File: config.mk
export PLATFORM = sky130hd
export DESIGN_NAME = amp_pwr_seq
export DESIGN_NICKNAME = d
export VERILOG_FILES = /design/src/rtl/eq_pkg.sv /design/src/rtl/vol_slew.sv /design/src/rtl/amp_pwr_seq.sv
export SDC_FILE = /design/constraint.sdc
export NUM_CORES = 1
export LEC_CHECK = 0
export CAP_MARGIN = 20
export CORE_ASPECT_RATIO = 1.5
export CORE_MARGIN = 10
export CORE_UTILIZATION = 61
export CTS_CLUSTER_DIAMETER = 30
export CTS_CLUSTER_SIZE = 30
export DETAILED_ROUTE_END_ITERATION = 10
export PLACE_DENSITY = 0.93
export SETUP_SLACK_MARGIN = 0.05
export SYNTH_ARGS = -nofsm -noshare
export SYNTH_HDL_FRONTEND = slang
export SYNTH_HIERARCHICAL = 1
export SYNTH_SLANG_ARGS = --single-unit
File: constraint.sdc
create_clock -name clk -period 6.5 [get_ports clk]
set_clock_uncertainty 0.1 [all_clocks]
set_input_delay 1.3 -clock clk [delete_from_list [all_inputs] [get_ports clk]]
set_output_delay 1.3 -clock clk [all_outputs]
set_load 0.01 [all_outputs]
File: src/rtl/eq_pkg.sv
// Shared amp power-sequencer types and default timing constants (also used by LED_drv).
package eq_pkg;

  typedef enum logic [2:0] {
    ST_OFF    = 3'd0,
    ST_WAIT_Q = 3'd1,
    ST_SETTLE = 3'd2,
    ST_RAMP   = 3'd3,
    ST_RUN    = 3'd4,
    ST_FAULT  = 3'd5,
    ST_LOCKED = 3'd6
  } amp_state_t;

  localparam int unsigned VOL_W            = 12;
  localparam int unsigned DEF_STARTUP_CYC  = 250000;
  localparam int unsigned DEF_SETTLE_CYC   = 1024;
  localparam int unsigned DEF_RAMP_STEP    = 16;
  localparam int unsigned DEF_FLT_HOLD_CYC = 5000000;
  localparam int unsigned DEF_MAX_RETRY    = 3;
  localparam int unsigned DEF_CLR_CYC      = 50000000;

  function automatic int unsigned max3(input int unsigned a, input int unsigned b,
                                       input int unsigned c);
    int unsigned m;
    m = (a > b) ? a : b;
    return (m > c) ? m : c;
  endfunction

endpackage

File: src/rtl/vol_slew.sv
// Combinational step of cur toward tgt by at most step, never overshooting.
module vol_slew
  import eq_pkg::*;
(
  input  logic [VOL_W-1:0] cur,
  input  logic [VOL_W-1:0] tgt,
  input  logic [VOL_W-1:0] step,
  output logic [VOL_W-1:0] nxt
);

  logic [VOL_W:0]   up;
  logic [VOL_W-1:0] gap;

  always_comb begin
    up  = {1'b0, cur} + {1'b0, step};
    gap = '0;
    nxt = cur;
    if (tgt > cur) begin
      // Extra carry bit keeps the sum from wrapping past full scale before the clamp
      nxt = (up > {1'b0, tgt}) ? tgt : up[VOL_W-1:0];
    end else if (tgt < cur) begin
      gap = cur - tgt;
      nxt = (gap > step) ? (cur - step) : tgt;
    end
  end

endmodule

File: src/rtl/amp_pwr_seq.sv
// Class-D amp power/fault sequencer: startup gating, soft ramp, volume slew, fault retry/lockout.
module amp_pwr_seq
  import eq_pkg::*;
#(
  parameter int unsigned STARTUP_CYC  = DEF_STARTUP_CYC,
  parameter int unsigned SETTLE_CYC   = DEF_SETTLE_CYC,
  parameter int unsigned RAMP_STEP    = DEF_RAMP_STEP,
  parameter int unsigned FLT_HOLD_CYC = DEF_FLT_HOLD_CYC,
  parameter int unsigned MAX_RETRY    = DEF_MAX_RETRY,
  parameter int unsigned CLR_CYC      = DEF_CLR_CYC
) (
  input  logic              clk,
  input  logic              rst,
  input  logic              Flt_n,
  input  logic              seq_low,
  input  logic              vld,
  input  logic [VOL_W-1:0]  vol_in,
  output logic              sht_dwn,
  output logic              mute,
  output logic [VOL_W-1:0]  vol_out,
  output logic [2:0]        state_o,
  output logic              locked
);

  localparam int unsigned TMR_W = $clog2(max3(STARTUP_CYC, SETTLE_CYC, FLT_HOLD_CYC) + 1);
  localparam int unsigned RUN_W = $clog2(CLR_CYC + 1);
  localparam int unsigned RTY_W = $clog2(MAX_RETRY + 1);

  localparam logic [TMR_W-1:0] STARTUP_LIM = TMR_W'(STARTUP_CYC - 1);
  localparam logic [TMR_W-1:0] SETTLE_LIM  = TMR_W'(SETTLE_CYC - 1);
  localparam logic [TMR_W-1:0] HOLD_LIM    = TMR_W'(FLT_HOLD_CYC - 1);
  localparam logic [RUN_W-1:0] CLR_LIM     = RUN_W'(CLR_CYC - 1);
  localparam logic [RTY_W-1:0] RTY_MAX     = RTY_W'(MAX_RETRY);

  amp_state_t       state, state_nxt;
  logic [TMR_W-1:0] tmr, tmr_nxt;
  logic [RUN_W-1:0] run_cnt, run_nxt;
  logic [RTY_W-1:0] retry_cnt, retry_nxt;
  logic [VOL_W-1:0] vol_nxt, slew_nxt;
  logic             flt_s1, flt_s2, flt, fault_go;

  assign flt     = ~flt_s2;
  assign state_o = state;

  vol_slew u_slew (
    .cur  (vol_out),
    .tgt  (vol_in),
    .step (VOL_W'(RAMP_STEP)),
    .nxt  (slew_nxt)
  );

  always_comb begin
    state_nxt = state;
    tmr_nxt   = tmr;
    vol_nxt   = vol_out;
    retry_nxt = retry_cnt;
    run_nxt   = '0;
    fault_go  = 1'b0;
    unique case (state)
      ST_OFF: begin
        state_nxt = ST_WAIT_Q;
        tmr_nxt   = '0;
        vol_nxt   = '0;
      end
      ST_WAIT_Q: begin
        vol_nxt = '0;
        if (flt) begin
          tmr_nxt = '0;
        end else if (tmr >= STARTUP_LIM && seq_low) begin
          state_nxt = ST_SETTLE;
          tmr_nxt   = '0;
        end else if (tmr < STARTUP_LIM) begin
          tmr_nxt = tmr + 1'b1;
        end
      end
      ST_SETTLE: begin
        if (flt) begin
          fault_go = 1'b1;
        end else if (tmr >= SETTLE_LIM) begin
          state_nxt = ST_RAMP;
          tmr_nxt   = '0;
        end else begin
          tmr_nxt = tmr + 1'b1;
        end
      end
      ST_RAMP: begin
        if (flt) begin
          fault_go = 1'b1;
        end else begin
          if (vld) vol_nxt = slew_nxt;
          if (vol_nxt == vol_in) state_nxt = ST_RUN;
        end
      end
      ST_RUN: begin
        if (flt) begin
          fault_go = 1'b1;
        end else begin
          if (vld) vol_nxt = slew_nxt;
          run_nxt = (run_cnt < CLR_LIM) ? run_cnt + 1'b1 : run_cnt;
          if (run_cnt >= CLR_LIM) retry_nxt = '0;
        end
      end
      ST_FAULT: begin
        vol_nxt = '0;
        if (flt) begin
          tmr_nxt = '0;
        end else if (tmr >= HOLD_LIM) begin
          tmr_nxt   = '0;
          state_nxt = (retry_cnt >= RTY_MAX) ? ST_LOCKED : ST_WAIT_Q;
        end else begin
          tmr_nxt = tmr + 1'b1;
        end
      end
      ST_LOCKED: vol_nxt = '0;
      default:   state_nxt = ST_OFF;
    endcase
    // Fault entry overrides any vld/timer update decided above in the same cycle
    if (fault_go) begin
      state_nxt = ST_FAULT;
      tmr_nxt   = '0;
      vol_nxt   = '0;
      if (retry_cnt < RTY_MAX) retry_nxt = retry_cnt + 1'b1;
    end
  end

  always_ff @(posedge clk) begin
    if (rst) begin
      flt_s1    <= 1'b1;
      flt_s2    <= 1'b1;
      state     <= ST_OFF;
      tmr       <= '0;
      run_cnt   <= '0;
      retry_cnt <= '0;
      vol_out   <= '0;
      sht_dwn   <= 1'b1;
      mute      <= 1'b1;
      locked    <= 1'b0;
    end else begin
      flt_s1    <= Flt_n;
      flt_s2    <= flt_s1;
      state     <= state_nxt;
      tmr       <= tmr_nxt;
      run_cnt   <= run_nxt;
      retry_cnt <= retry_nxt;
      vol_out   <= vol_nxt;
      sht_dwn   <= !(state_nxt inside {ST_SETTLE, ST_RAMP, ST_RUN});
      mute      <= !(state_nxt inside {ST_RAMP, ST_RUN});
      locked    <= (state_nxt == ST_LOCKED);
    end
  end

endmodule

==> Yosys cells after proc, flatten, opt, wreduce, memory -nomap -nowiden <==
Cells that the tools add are included.
{ "totals": {"out_inout_bits": 18, "regBits": 71, "word_cells": 95} }
{ "op_classes": {"add_sub_neg": 6, "reduce_logical": 15, "n_eq_ne": 15, "magnitude_cmp": 12, "n_bitwise": 2, "muxes": 35} }
{ "op_table": {"columns": ["op", "n"], "rows": [
  ["23-bit 2-to-1 mux", 7],
  ["12-bit 2-to-1 mux", 8],
  ["23-bit case mux with 4 select lines", 1],
  ["12-bit case mux with 3 select lines", 1],
  ["3-bit 2-to-1 mux", 10],
  ["26-bit by 1-bit adder with 26-bit output (second input constant)", 1],
  ["26-bit >= comparator (second input constant)", 1],
  ["26-bit < comparator (second input constant)", 1],
  ["23-bit by 1-bit adder with 23-bit output (second input constant)", 1],
  ["23-bit by 10-bit >= comparator with 1-bit output (second input constant)", 1],
  ["23-bit by 18-bit >= comparator with 1-bit output (second input constant)", 1],
  ["23-bit >= comparator (second input constant)", 1],
  ["23-bit by 18-bit < comparator with 1-bit output (second input constant)", 1],
  ["3-bit case mux with 6 select lines", 1],
  ["3-bit == test (second input constant)", 5],
  ["12-bit by 5-bit adder with 13-bit output (second input constant)", 1],
  ["13-bit by 12-bit greater-than comparator with 1-bit output", 1],
  ["12-bit == test", 1],
  ["3-bit by 2-bit == test with 1-bit output (second input constant)", 4],
  ["12-bit greater-than comparator", 1],
  ["12-bit by 5-bit greater-than comparator with 1-bit output (second input constant)", 1],
  ["12-bit < comparator", 1],
  ["12-bit subtractor", 1],
  ["12-bit by 5-bit subtractor with 12-bit output (second input constant)", 1],
  ["19 further kinds", 32]
]} }

==> Logic depth before layout (Yosys ltp) <==
Gate-level depths: netlist of run 1.
{ "logic_depth": {"depth_word": 16, "ltp_mapped": 26, "mapped_depth_nobuf": 25} }

==> Hierarchy <==
Netlist of run 1, hierarchy kept.
{ "by_module_without_submodules": {"columns": ["mod", "instances", "area_per_inst_um2", "cells_each"], "rows": [
  ["amp_pwr_seq", 1, 3766.1, 449],
  ["vol_slew", 1, 2902.8, 400]
]} }

==> Least setup slack after synthesis of run 1 <==
Ideal clock, no wire load.
{ "synth_path": {"path_type": "input-to-reg", "from": "input vol_in[0]", "to": "register sht_dwn", "path_slack_ps": 603, "required_time_ps": 6286, "setup_ps": 114, "arrival_ps": 5683, "n_path_buf": 1, "cell_stages": 25, "cell_sequence": "ha_1 fa_1 nand2b_1 a211oi_1 or3_4 a21o_1 a21oi_1 xnor2_1 ha_1 and3_1 nand4_1 a21oi_1 and3b_1 clkbuf_1 nor2_1 nor3_1 o32ai_1 mux2i_1 xnor2_1 nor3_1 nand4_1 and2_1 nor4b_2 nand3b_1 a21o_1"} }
{ "synth_via": {"elab_chain_cells": 16, "elab_cells_between_ends": 22, "classes_between": "add/sub: 1; order compare: 4; eq/ne: 4; mux: 11; reduce/logical: 2"} }
{ "synth_lines": {"columns": ["element", "line_no", "text"], "rows": [
  ["start, declared", "amp_pwr_seq.sv:17", "input logic [VOL_W-1:0] vol_in,"],
  ["12-bit subtractor", "vol_slew.sv:22", "gap = cur - tgt;"],
  ["12-bit by 5-bit greater-than comparator with 1-bit output", "vol_slew.sv:23", "nxt = (gap > step) ? (cur - step) : tgt;"],
  ["12-bit 2-to-1 mux", "vol_slew.sv:23", null],
  ["12-bit 2-to-1 mux", "vol_slew.sv:21", "end else if (tgt < cur) begin"],
  ["12-bit 2-to-1 mux *", "vol_slew.sv:18", "if (tgt > cur) begin"],
  ["named net slew_nxt[3]", "amp_pwr_seq.sv:39", "logic [VOL_W-1:0] vol_nxt, slew_nxt;"],
  ["12-bit 2-to-1 mux *", "amp_pwr_seq.sv:90", "if (vld) vol_nxt = slew_nxt;"],
  ["12-bit 2-to-1 mux *", "amp_pwr_seq.sv:87", "if (flt) begin"],
  ["12-bit 2-to-1 mux *", "amp_pwr_seq.sv:59", "unique case (state)"],
  ["12-bit == test *", "amp_pwr_seq.sv:91", "if (vol_nxt == vol_in) state_nxt = ST_RUN;"],
  ["3-bit 2-to-1 mux *", "amp_pwr_seq.sv:91", null],
  ["3-bit 2-to-1 mux *", "amp_pwr_seq.sv:87", null],
  ["3-bit case mux with 6 select lines *", "amp_pwr_seq.sv:59", null],
  ["3-bit 2-to-1 mux *", "amp_pwr_seq.sv:118", "if (fault_go) begin"],
  ["3-bit by 2-bit == test with 1-bit output or 3-bit == test (tied branches)", "amp_pwr_seq.sv:146", "sht_dwn <= !(state_nxt inside {ST_SETTLE, ST_RAMP, ST_RUN});"],
  ["3-bit nonzero test *", "amp_pwr_seq.sv:146", null],
  ["1-bit zero test *", "amp_pwr_seq.sv:146", null],
  ["end signal, assigned", "amp_pwr_seq.sv:146", null],
  ["end, declared", "amp_pwr_seq.sv:18", "output logic sht_dwn,"]
]} }
Mark *: on every way through the listed nets, which the timed path passes. The rest lies on a longest branch. The select of a mux whose other input is x is not followed.
A chain may end at the register's enable or synchronous reset.

==> Worst setup path after layout of run 1 <==
{ "layout_path": {"from": "input vol_in[3]", "to": "register mute"} }
{ "layout_via": {"elab_chain_cells": 16, "elab_cells_between_ends": 21, "classes_between": "add/sub: 1; order compare: 4; eq/ne: 3; mux: 11; reduce/logical: 2"} }
{ "layout_lines": {"columns": ["element", "line_no", "text"], "rows": [
  ["12-bit subtractor", "vol_slew.sv:22", null],
  ["12-bit by 5-bit greater-than comparator with 1-bit output", "vol_slew.sv:23", null],
  ["12-bit 2-to-1 mux", "vol_slew.sv:23", null],
  ["12-bit 2-to-1 mux", "vol_slew.sv:21", null],
  ["12-bit 2-to-1 mux *", "vol_slew.sv:18", null],
  ["named net slew_nxt[9]", "amp_pwr_seq.sv:39", null],
  ["12-bit 2-to-1 mux *", "amp_pwr_seq.sv:90", null],
  ["12-bit 2-to-1 mux *", "amp_pwr_seq.sv:87", null],
  ["12-bit 2-to-1 mux *", "amp_pwr_seq.sv:59", null],
  ["12-bit == test *", "amp_pwr_seq.sv:91", null],
  ["3-bit 2-to-1 mux *", "amp_pwr_seq.sv:91", null],
  ["3-bit 2-to-1 mux *", "amp_pwr_seq.sv:87", null],
  ["3-bit case mux with 6 select lines *", "amp_pwr_seq.sv:59", null],
  ["3-bit 2-to-1 mux *", "amp_pwr_seq.sv:118", null],
  ["3-bit by 2-bit == test with 1-bit output or 3-bit == test (tied branches)", "amp_pwr_seq.sv:147", "mute <= !(state_nxt inside {ST_RAMP, ST_RUN});"],
  ["2-bit nonzero test *", "amp_pwr_seq.sv:147", null],
  ["1-bit zero test *", "amp_pwr_seq.sv:147", null],
  ["end signal, assigned", "amp_pwr_seq.sv:147", null],
  ["end, declared", "amp_pwr_seq.sv:19", "output logic mute,"]
]} }
Marks and branches as above.

==> results of run 1 <==
[sequential cells by signal, summed over array words and instances (netlist names), 2 cells and up]
register / count
run_cnt: 26
tmr: 23
vol_out: 12
state_o: 3
retry_cnt: 2
[power by group]
group,switching (mW),internal (mW)
combinational,0.141,0.119
sequential,0.00389,0.437
clock,0.210,0.341
total,0.355,0.896
[routing by layer]
metal | track usage, % | wire [um] | part of all wire (%) | vias to the layer above
li1 | - | - | - | 3265
met1 | 23.2 | 7470 | 36 | 3329
met2 | 43.7 | 10600 | 51 | 411
met3 | 4.07 | 1380 | 6.6 | 135
met4 | 17.6 | 1280 | 6.2 | 0
met5 | 0 | 0 | 0 | -
[cell type report]
cell class / instances / area, um2 / share of cell area [%]
Multi-Input combinational cell: 724 / 5200 / 63.8
Sequential cell: 71 / 1420 / 17.4
Timing Repair Buffer: 99 / 866 / 10.6
Clock buffer: 9 / 225 / 2.76
Tap cell: 144 / 180 / 2.21
Inverter: 41 / 154 / 1.89
Clock inverter: 7 / 103 / 1.26
[kinds of logic (layout without fill, tap and decap cells)]
group	Yosys count	in the layout
AO/OA/AOI/OAI	177	177
XOR/XNOR	78	78
adder cells (fa/ha/maj)	65	65
buffers and inverters	79	156
flip-flops	71	71
multiplexers	25	25
other	2	27
AND/OR/NAND/NOR	352	352
[worst paths after layout]
| kind | cells past startpoint | to | start |
|---|---|---|---|
| worst max-delay path | 29 | mute | vol_in[3] |
| worst min-delay path | 1 | flt_s2 | flt_s1 |
| worst max register to register | 23 | mute | vol_out[7] |
| worst min register to register | 1 | flt_s2 | flt_s1 |
[stage by stage]
stage | utilization [%] | instance area [um2]
after global routing | 76.5 | 8150
after floorplan | - | 6760
after detailed placement | 71.0 | 7560
after global placement | 71.0 | 7560
after CTS | 74.3 | 7920
final | 76.5 | 8150
[repair_timing]
item	4_1_cts	5_1_grt
setup endpoints to repair	3	6
pin swaps	1	16
setup buffers	0	2
resized for setup	5	44
[cells in the final DEF (no fill, tap or decap), types with 5 or more instances in the layout]
cell / synthesis / routed
o21bai_1: 5 / 5
a211oi_1: 8 / 6
nand2b_1: 16 / 15
o2111ai_1: 5 / 5
buf_4: 1 / 64
a21o_1: 10 / 10
nor4_1: 13 / 12
nor3_1: 40 / 38
a21oi_1: 36 / 34
xor2_1: 21 / 21
nand3b_1: 5 / 5
ha_4: 0 / 7
nor2_1: 114 / 111
a21oi_2: 3 / 5
mux2i_1: 25 / 25
or3_1: 6 / 6
dlymetal6s2s_1: 0 / 7
nand4_1: 23 / 23
clkdlybuf4s50_1: 0 / 27
inv_2: 2 / 8
o211ai_1: 6 / 6
a31oi_1: 10 / 10
nor2b_1: 12 / 11
o21ai_0: 20 / 16
nand2_1: 41 / 40
o21a_1: 5 / 5
nand3_1: 24 / 24
xnor2_1: 57 / 57
conb_1: 2 / 27
ha_1: 62 / 54
or2_2: 9 / 9
and3_1: 12 / 11
clkbuf_16: 0 / 9
o21ai_1: 6 / 10
nor3b_1: 5 / 5
a32oi_1: 12 / 12
dfxtp_1: 71 / 71
inv_1: 38 / 32
==> impl_metrics.env, run 1 <==
export IMPL_run_status="finished clean"
export IMPL_dp_hpwl_mm=14.3
export IMPL_synth_edff_count=0
export IMPL_start_util_pct=62.6
export IMPL_synth_async_reset_ratio_pct=0
export IMPL_crit_required_ns=6.67
export IMPL_worst_path_most_repeated_cell="buf_4"
export IMPL_routed_wl_mm=20.8
export IMPL_nFillCells=711
export IMPL_synthMuxAreaShare_pct=3.75
export IMPL_fin_total_pwr_mw=1.25
export IMPL_clk_insertion_delay_late_ns=0.35
export IMPL_finalHoldViolations=0
export IMPL_diodes=0
export IMPL_slew_violations=0
export IMPL_area_growth_pct=22.2
export IMPL_cts_hold_fix_buffers=0
export IMPL_vdd_ir_drop_max_mv=0.163
export IMPL_floorplan_die_area_mm2=0.0156
export IMPL_critical_path_slowest_cell="clkdlybuf4s50_1"
export IMPL_die_height_um=148
export IMPL_dpl_cell_count=1076
export IMPL_yosysTopAreaCellShare_pct=21.3
export IMPL_drt_pass1_iterations=6
export IMPL_globalRoute_totalOverflow=0
export IMPL_cp_top_family="simple AND/OR/NAND/NOR gates"
export IMPL_regToRegSetupSlack_ns=0.43
export IMPL_routed_via_count=7140
export IMPL_whs_ns=0.327
export IMPL_drt_first_iter_violations=652
export IMPL_ys_seq_elements=71
export IMPL_dpl_worst_slack_ns=-0.341
export IMPL_synth_compound_area_share_pct=19.5
export IMPL_drcViolationCount=0
export IMPL_worstSetupEndpointType="flop"
export IMPL_core_region_area_mm2=0.0106
export IMPL_achievable_frequency_mhz=155
export IMPL_setup_worst_path_class="in2reg"
export IMPL_fin_crit_sh_pct=99.5
export IMPL_routed_wire_length_per_instance_um=19.0
export IMPL_clkTransAtPathRegs_ns=0.06
export IMPL_cp_buffers_inverters=6
export IMPL_grt_use_total_pct=23.8
export IMPL_drive_gt1_share_pct=15.7
export IMPL_synth_area_mm2=0.00667
export IMPL_drtAntennaViolNets=0
export IMPL_cts_root_buf="clkbuf_16"
export IMPL_global_route_wire_length_before_repair_mm=31.4
export IMPL_synthXorXnorAreaFrac_pct=10.2
export IMPL_num_rows=46
export IMPL_final_min_period_ns=6.47
export IMPL_fin_tns_setup_ns=0
export IMPL_min_path_type="reg2reg"
export IMPL_ctsHtreeMaxLevel=3
export IMPL_min_setup_slack_post_route_ns=0.0310
export IMPL_post_drt_via_cell_ratio=6.52
export IMPL_port_buffer_count=34
export IMPL_syn_inst=849
export IMPL_path_max_fanout=4
export IMPL_synth_largest_area_cell="dfxtp_1"
export IMPL_num_nets_final=1028
export IMPL_cts_tree="done"
export IMPL_ys_flop_type="dfxtp_1"
export IMPL_dominant_combinational_cell_family_by_area_after_synthesis="simple AND/OR/NAND/NOR gates"
export IMPL_weighted_congestion_at_the_end_of_routability_driven_global_placement=0.985
export IMPL_antenna_found_initial=0
export IMPL_cts_max_path_buffers=2
export IMPL_synth_seq_area_share_pct=21.3
export IMPL_simple_gate_area_share_of_the_yosys_netlist_pct=27.4
export IMPL_final_setup_viol_count=0
export IMPL_die_width_um=105
export IMPL_tritoncts_num_buffers=9
export IMPL_number_of_global_route_vias_before_repair=6888
export IMPL_slew_headroom_pct=37.8
export IMPL_numClockSinks=71
export IMPL_post_synth_fa_ha_maj_area_fraction_pct=12.5
export IMPL_finish_cell_count_without_fillers=1095
export IMPL_timing_critical_path_slowest_cell_delay_ns=0.49
export IMPL_syn_avg_cell_area_um2=7.86
export IMPL_synth_common_cells="nor2_1, dfxtp_1, ha_1, xnor2_1, nand2_1"
export IMPL_io_pins=35
export IMPL_max_slew_worst_pin_slew_ns=0.933
export IMPL_powerDensity_mw_per_mm2=154
export IMPL_timing_critical_path_from_type="input pin"
export IMPL_synth_most_common_cell="nor2_1"
export IMPL_cp_arrival_ns=6.64
export IMPL_synthTopCellsByArea="dfxtp_1, ha_1, xnor2_1"
export IMPL_yosys_cell_types_count=88
export IMPL_yosysWarningCount=6
export IMPL_pin_count_of_the_biggest_net_entering_global_routing=28
export IMPL_cap_viol_max_count=0
export IMPL_leakagePower_nw=3.27
Power figures use the tool's default switching activity.
==> run 2: changes to the inputs <==
- PLACE_DENSITY: 0.93 -> 0.82
==> run 2 against run 1 <==
  * Wire length shrank 5.0%
  * Via count fell by 3.5%
  * Worst hold slack improved by 0.014 ns
  * Core utilization is 0.16 points lower
  * Global-route usage rose by 0.68 points
  * Critical endpoint is now sht_dwn
  * Largest power group unchanged
==> impl_metrics.env, run 2 (same netlist as run 1, synthesis figures left out) <==
export IMPL_achievable_frequency_mhz=164
export IMPL_final_min_period_ns=6.10
export IMPL_regToRegSetupSlack_ns=0.52
export IMPL_io_pins=35
export IMPL_globalRoute_totalOverflow=0
export IMPL_pin_count_of_the_biggest_net_entering_global_routing=28
export IMPL_run_status="finished clean"
export IMPL_drtAntennaViolNets=0
export IMPL_timing_critical_path_slowest_cell_delay_ns=0.36
export IMPL_drcViolationCount=0
export IMPL_final_setup_viol_count=0
export IMPL_vdd_ir_drop_max_mv=0.133
export IMPL_max_slew_worst_pin_slew_ns=0.870
export IMPL_fin_crit_sh_pct=93.9
export IMPL_min_path_type="reg2reg"
export IMPL_finalHoldViolations=0
export IMPL_port_buffer_count=34
export IMPL_cts_hold_fix_buffers=0
export IMPL_cts_max_path_buffers=2
export IMPL_clkTransAtPathRegs_ns=0.06
export IMPL_antenna_found_initial=0
export IMPL_dp_hpwl_mm=15.2
export IMPL_finish_cell_count_without_fillers=1096
export IMPL_powerDensity_mw_per_mm2=147
export IMPL_die_width_um=105
export IMPL_cp_buffers_inverters=4
export IMPL_routed_via_count=6891
export IMPL_crit_required_ns=6.63
export IMPL_global_route_wire_length_before_repair_mm=32.1
export IMPL_cp_arrival_ns=6.23
export IMPL_critical_path_slowest_cell="or3_4"
export IMPL_drt_first_iter_violations=515
export IMPL_drive_gt1_share_pct=15.9
export IMPL_grt_use_total_pct=24.5
export IMPL_cts_tree="done"
export IMPL_tritoncts_num_buffers=9
export IMPL_biggestRegsByFlops="run_cnt (26), tmr (23), vol_out (12)"
export IMPL_drt_pass1_iterations=7
export IMPL_routed_wl_mm=19.7
export IMPL_number_of_global_route_vias_before_repair=6814
export IMPL_cts_root_buf="clkbuf_16"
export IMPL_timing_critical_path_from_type="input pin"
export IMPL_post_drt_via_cell_ratio=6.29
export IMPL_diodes=0
export IMPL_grt_setup_unrepaired="no"
export IMPL_final_cell_mix="nor2_1, dfxtp_1, buf_4"
export IMPL_top_register="run_cnt"
export IMPL_cap_viol_max_count=0
export IMPL_routed_wire_length_per_instance_um=18.0
export IMPL_num_nets_final=1029
export IMPL_flip_flop_count_of_the_largest_register_after_layout=26
export IMPL_dpl_cell_count=1076
export IMPL_weighted_congestion_at_the_end_of_routability_driven_global_placement=0.941
export IMPL_path_max_fanout=4
export IMPL_ctsHtreeMaxLevel=3
export IMPL_start_util_pct=62.6
export IMPL_num_rows=46
export IMPL_slew_violations=0
export IMPL_worstSetupEndpointType="flop"
export IMPL_setup_worst_path_class="in2reg"
export IMPL_cp_top_family="simple AND/OR/NAND/NOR gates"
export IMPL_floorplan_die_area_mm2=0.0156
export IMPL_final_util_pct=76.3
export IMPL_leakagePower_nw=3.28
export IMPL_core_region_area_mm2=0.0106
export IMPL_slew_headroom_pct=42.0
export IMPL_numClockSinks=71
export IMPL_area_growth_pct=21.9
export IMPL_die_height_um=148
export IMPL_mostFrequentLayoutCell="nor2_1"
export IMPL_fin_total_pwr_mw=1.19
export IMPL_clk_insertion_delay_late_ns=0.34
## run 2: cell count changes in the layout (fill, tap and decap cells not counted), sizes merged
| cell | before | now |
|---|---|---|
| clkbuf | 9 | 10 |
| clkdlybuf4s50 | 27 | 26 |
| clkinv | 2 | 3 |
| dlymetal6s2s | 7 | 8 |
| bufinv | 2 | 1 |
## run 2: power by group
part	internal (mW)	total (mW)	switching, mW
registers	0.437	0.441	0.00375
logic	0.117	0.253	0.136
clock network	0.301	0.501	0.200
## run 2: what timing repair did
action,4_1_cts,5_1_grt
pin swaps,3,13
resized for setup,10,39
buffers inserted,0,3
endpoints found under the setup margin,3,6
hold endpoints to repair,0,0
## run 2: final timing paths
| check | start | endpoint | cells past startpoint |
|---|---|---|---|
| hold / removal | flt_s1 | flt_s2 | 1 |
| setup reg to reg | vol_out[5] | sht_dwn | 21 |
| setup / recovery | vol_in[0] | sht_dwn | 27 |
| hold reg to reg | flt_s1 | flt_s2 | 1 |
## run 2: layer usage
metal,vias up,routed length [um],global-route usage [%]
met1,3210,7020,23.5
met3,112,885,3.59
met4,0,1450,16.8
li1,3259,-,-
met5,-,0,0
met2,310,10400,46.4
## run 2: per-stage QoR
| stage | hold WS (ns) | worst slack [ns] | setup TNS, ns | cell area, um2 |
|---|---|---|---|---|
| floorplan | 0.289 | 0.603 | 0 | 6760 |
| global placement | 0.301 | -0.211 | -0.520 | 7560 |
| detailed placement | 0.306 | -0.461 | -1.86 | 7560 |
| CTS | 0.344 | 0.0534 | 0 | 7920 |
| global route | 0.353 | 0.117 | 0 | 8130 |
| finish | 0.341 | 0.395 | 0 | 8130 |
## run 2: final cells by class
class	count	area, um2
timing repair buffer	100	873
clock buffer	9	225
sequential	71	1420
fill	774	2520
clock inverter	7	77.6
tap	144	180
multi-input combinational	724	5200
inverter	41	154
==> run 3: changes to the inputs <==
- CAP_MARGIN: 20 -> 30
==> run 3 against run 2 <==
  * Cell count rose by 0.55%
  * Sequential cell count stayed put
  * Worst setup slack got worse by 0.093 ns
  * Critical path depth down 6
  * Clock power about the same
  * Power rose by 0.41%
  * Via count is 0.28% lower
  * First-iteration DRC count is 8.9% lower
  * Clock-buffer cell count is the same
  * Final area grew 0.49%
==> impl_metrics.env, run 3 (same netlist as run 1, synthesis figures left out) <==
export IMPL_clk_insertion_delay_late_ns=0.34
export IMPL_cts_tree="done"
export IMPL_finish_cell_count_without_fillers=1102
export IMPL_drcViolationCount=0
export IMPL_final_setup_viol_count=0
export IMPL_min_delay_start="flt_s1"
export IMPL_final_util_pct=76.7
export IMPL_globalRoute_totalOverflow=0
export IMPL_routed_wire_length_per_instance_um=18.2
export IMPL_routed_wl_mm=20.0
export IMPL_io_pins=35
export IMPL_floorplan_die_area_mm2=0.0156
export IMPL_setup_worst_path_class="reg2reg"
export IMPL_drtAntennaViolNets=0
export IMPL_grt_setup_unrepaired="no"
export IMPL_num_nets_final=1035
export IMPL_drive_gt1_share_pct=16.6
export IMPL_antenna_found_initial=0
export IMPL_rr_startpoint="vol_out[5]"
export IMPL_start_util_pct=62.6
export IMPL_regToRegSetupSlack_ns=0.30
export IMPL_min_path_type="reg2reg"
export IMPL_weighted_congestion_at_the_end_of_routability_driven_global_placement=0.941
export IMPL_final_cell_mix="nor2_1, dfxtp_1, buf_4"
export IMPL_cap_viol_max_count=0
export IMPL_dpl_cell_count=1077
export IMPL_finalHoldViolations=0
export IMPL_placed_cell_area_mm2=0.00759
export IMPL_cp_arrival_ns=6.33
export IMPL_mostFrequentLayoutCell="nor2_1"
export IMPL_dp_hpwl_mm=15.3
export IMPL_area_growth_pct=22.5
export IMPL_fin_tns_setup_ns=0
export IMPL_achievable_frequency_mhz=161
export IMPL_pin_count_of_the_biggest_net_entering_global_routing=28
export IMPL_port_buffer_count=34
export IMPL_numClockSinks=71
export IMPL_flip_flop_count_of_the_largest_register_after_layout=26
export IMPL_leakagePower_nw=3.29
export IMPL_core_region_area_mm2=0.0106
export IMPL_timing_critical_path_from_type="flop"
export IMPL_hold_depth=1
export IMPL_powerDensity_mw_per_mm2=147
export IMPL_number_of_global_route_vias_before_repair=6935
export IMPL_cp_startpoint="vol_out[5]"
export IMPL_cts_max_path_buffers=2
export IMPL_run_status="finished clean"
export IMPL_die_width_um=105
export IMPL_slew_violations=0
export IMPL_biggestRegsByFlops="run_cnt (26), tmr (23), vol_out (12)"
export IMPL_top_register="run_cnt"
export IMPL_r2r_worst_path_cells=21
export IMPL_path_max_fanout=12
export IMPL_num_rows=46
export IMPL_global_route_wire_length_before_repair_mm=32.6
export IMPL_cts_hold_fix_buffers=0
export IMPL_max_slew_worst_pin_slew_ns=0.826
export IMPL_post_drt_via_cell_ratio=6.24
export IMPL_ctsHtreeMaxLevel=3
export IMPL_drt_first_iter_violations=469
export IMPL_vdd_ir_drop_max_mv=0.128
export IMPL_die_height_um=148
export IMPL_drt_pass1_iterations=5
export IMPL_post_route_cell_area_mm2=0.00817
export IMPL_tritoncts_num_buffers=9
export IMPL_routed_via_count=6872
export IMPL_slew_headroom_pct=43.5
export IMPL_worstSetupEndpointType="flop"
export IMPL_final_min_period_ns=6.20
export IMPL_cts_root_buf="clkbuf_16"
export IMPL_diodes=0
export IMPL_nFillCells=797
export IMPL_fin_total_pwr_mw=1.20
export IMPL_fin_crit_sh_pct=95.4
export IMPL_clkTransAtPathRegs_ns=0.06
export IMPL_grt_use_total_pct=25.0
export IMPL_crit_required_ns=6.63
run 3: cell type report:
cell class	instances	area [um2]	area share (%)
sequential	71	1420	17.4
multi-input combinational	724	5190	63.6
tap	144	180	2.21
clock buffer	9	225	2.76
clock inverter	7	80.1	0.980
inverter	41	154	1.88
timing repair buffer	106	913	11.2
run 3: report_power, final:
| group | switching [mW] | leakage [nW] | total, mW | internal [mW] |
|---|---|---|---|---|
| clock network | 0.198 | 0.143 | 0.500 | 0.301 |
| logic | 0.137 | 2.58 | 0.259 | 0.122 |
| registers | 0.00357 | 0.573 | 0.440 | 0.437 |
run 3: what timing repair did:
action / CTS / global route
gates resized for setup: 7 / 45
endpoints found under the setup margin: 5 / 6
buffers inserted: 2 / 7
pin swaps: 2 / 16
run 3: worst paths after layout:
kind,to
setup reg to reg,sht_dwn
hold / removal,flt_s2
hold reg to reg,flt_s2
setup / recovery,sht_dwn
run 3: critical path, stage by stage, from the launching register on:
cell       delay, ns
dfxtp_1         0.52
ha_1            0.38
nor2b_1         0.19
o31a_1          0.25
a311oi_2        0.42
nor3_1          0.10
a311oi_1        0.40
ha_1            0.33
a211o_1         0.32
a2111oi_4       0.34
a21oi_2         0.14
nor2_4          0.43
mux2i_1         0.33
o2bb2ai_2       0.11
mux2i_2         0.23
xnor2_2         0.14
nor4_2          0.34
nand4_1         0.18
and2_4          0.21
nor4b_4         0.32
nand3b_1        0.13
a21o_1          0.17
run 3: metrics by stage:
step           hold slack, ns  setup slack (ns)
2_1_floorplan           0.289             0.603
3_3_place_gp            0.301            -0.211
3_5_place_dp            0.304            -0.484
4_1_cts                 0.331            0.0513
5_1_grt                 0.340           0.00305
6_report                0.328             0.302
run 3: layer usage:
layer / up-vias / wire length, um / GRT usage (%)
met1: 3226 / 7240 / 24.3
li1: 3282 / - / -
met2: 268 / 10500 / 46.7
met3: 96 / 890 / 3.81
met4: 0 / 1400 / 17.3
met5: - / 0 / 0
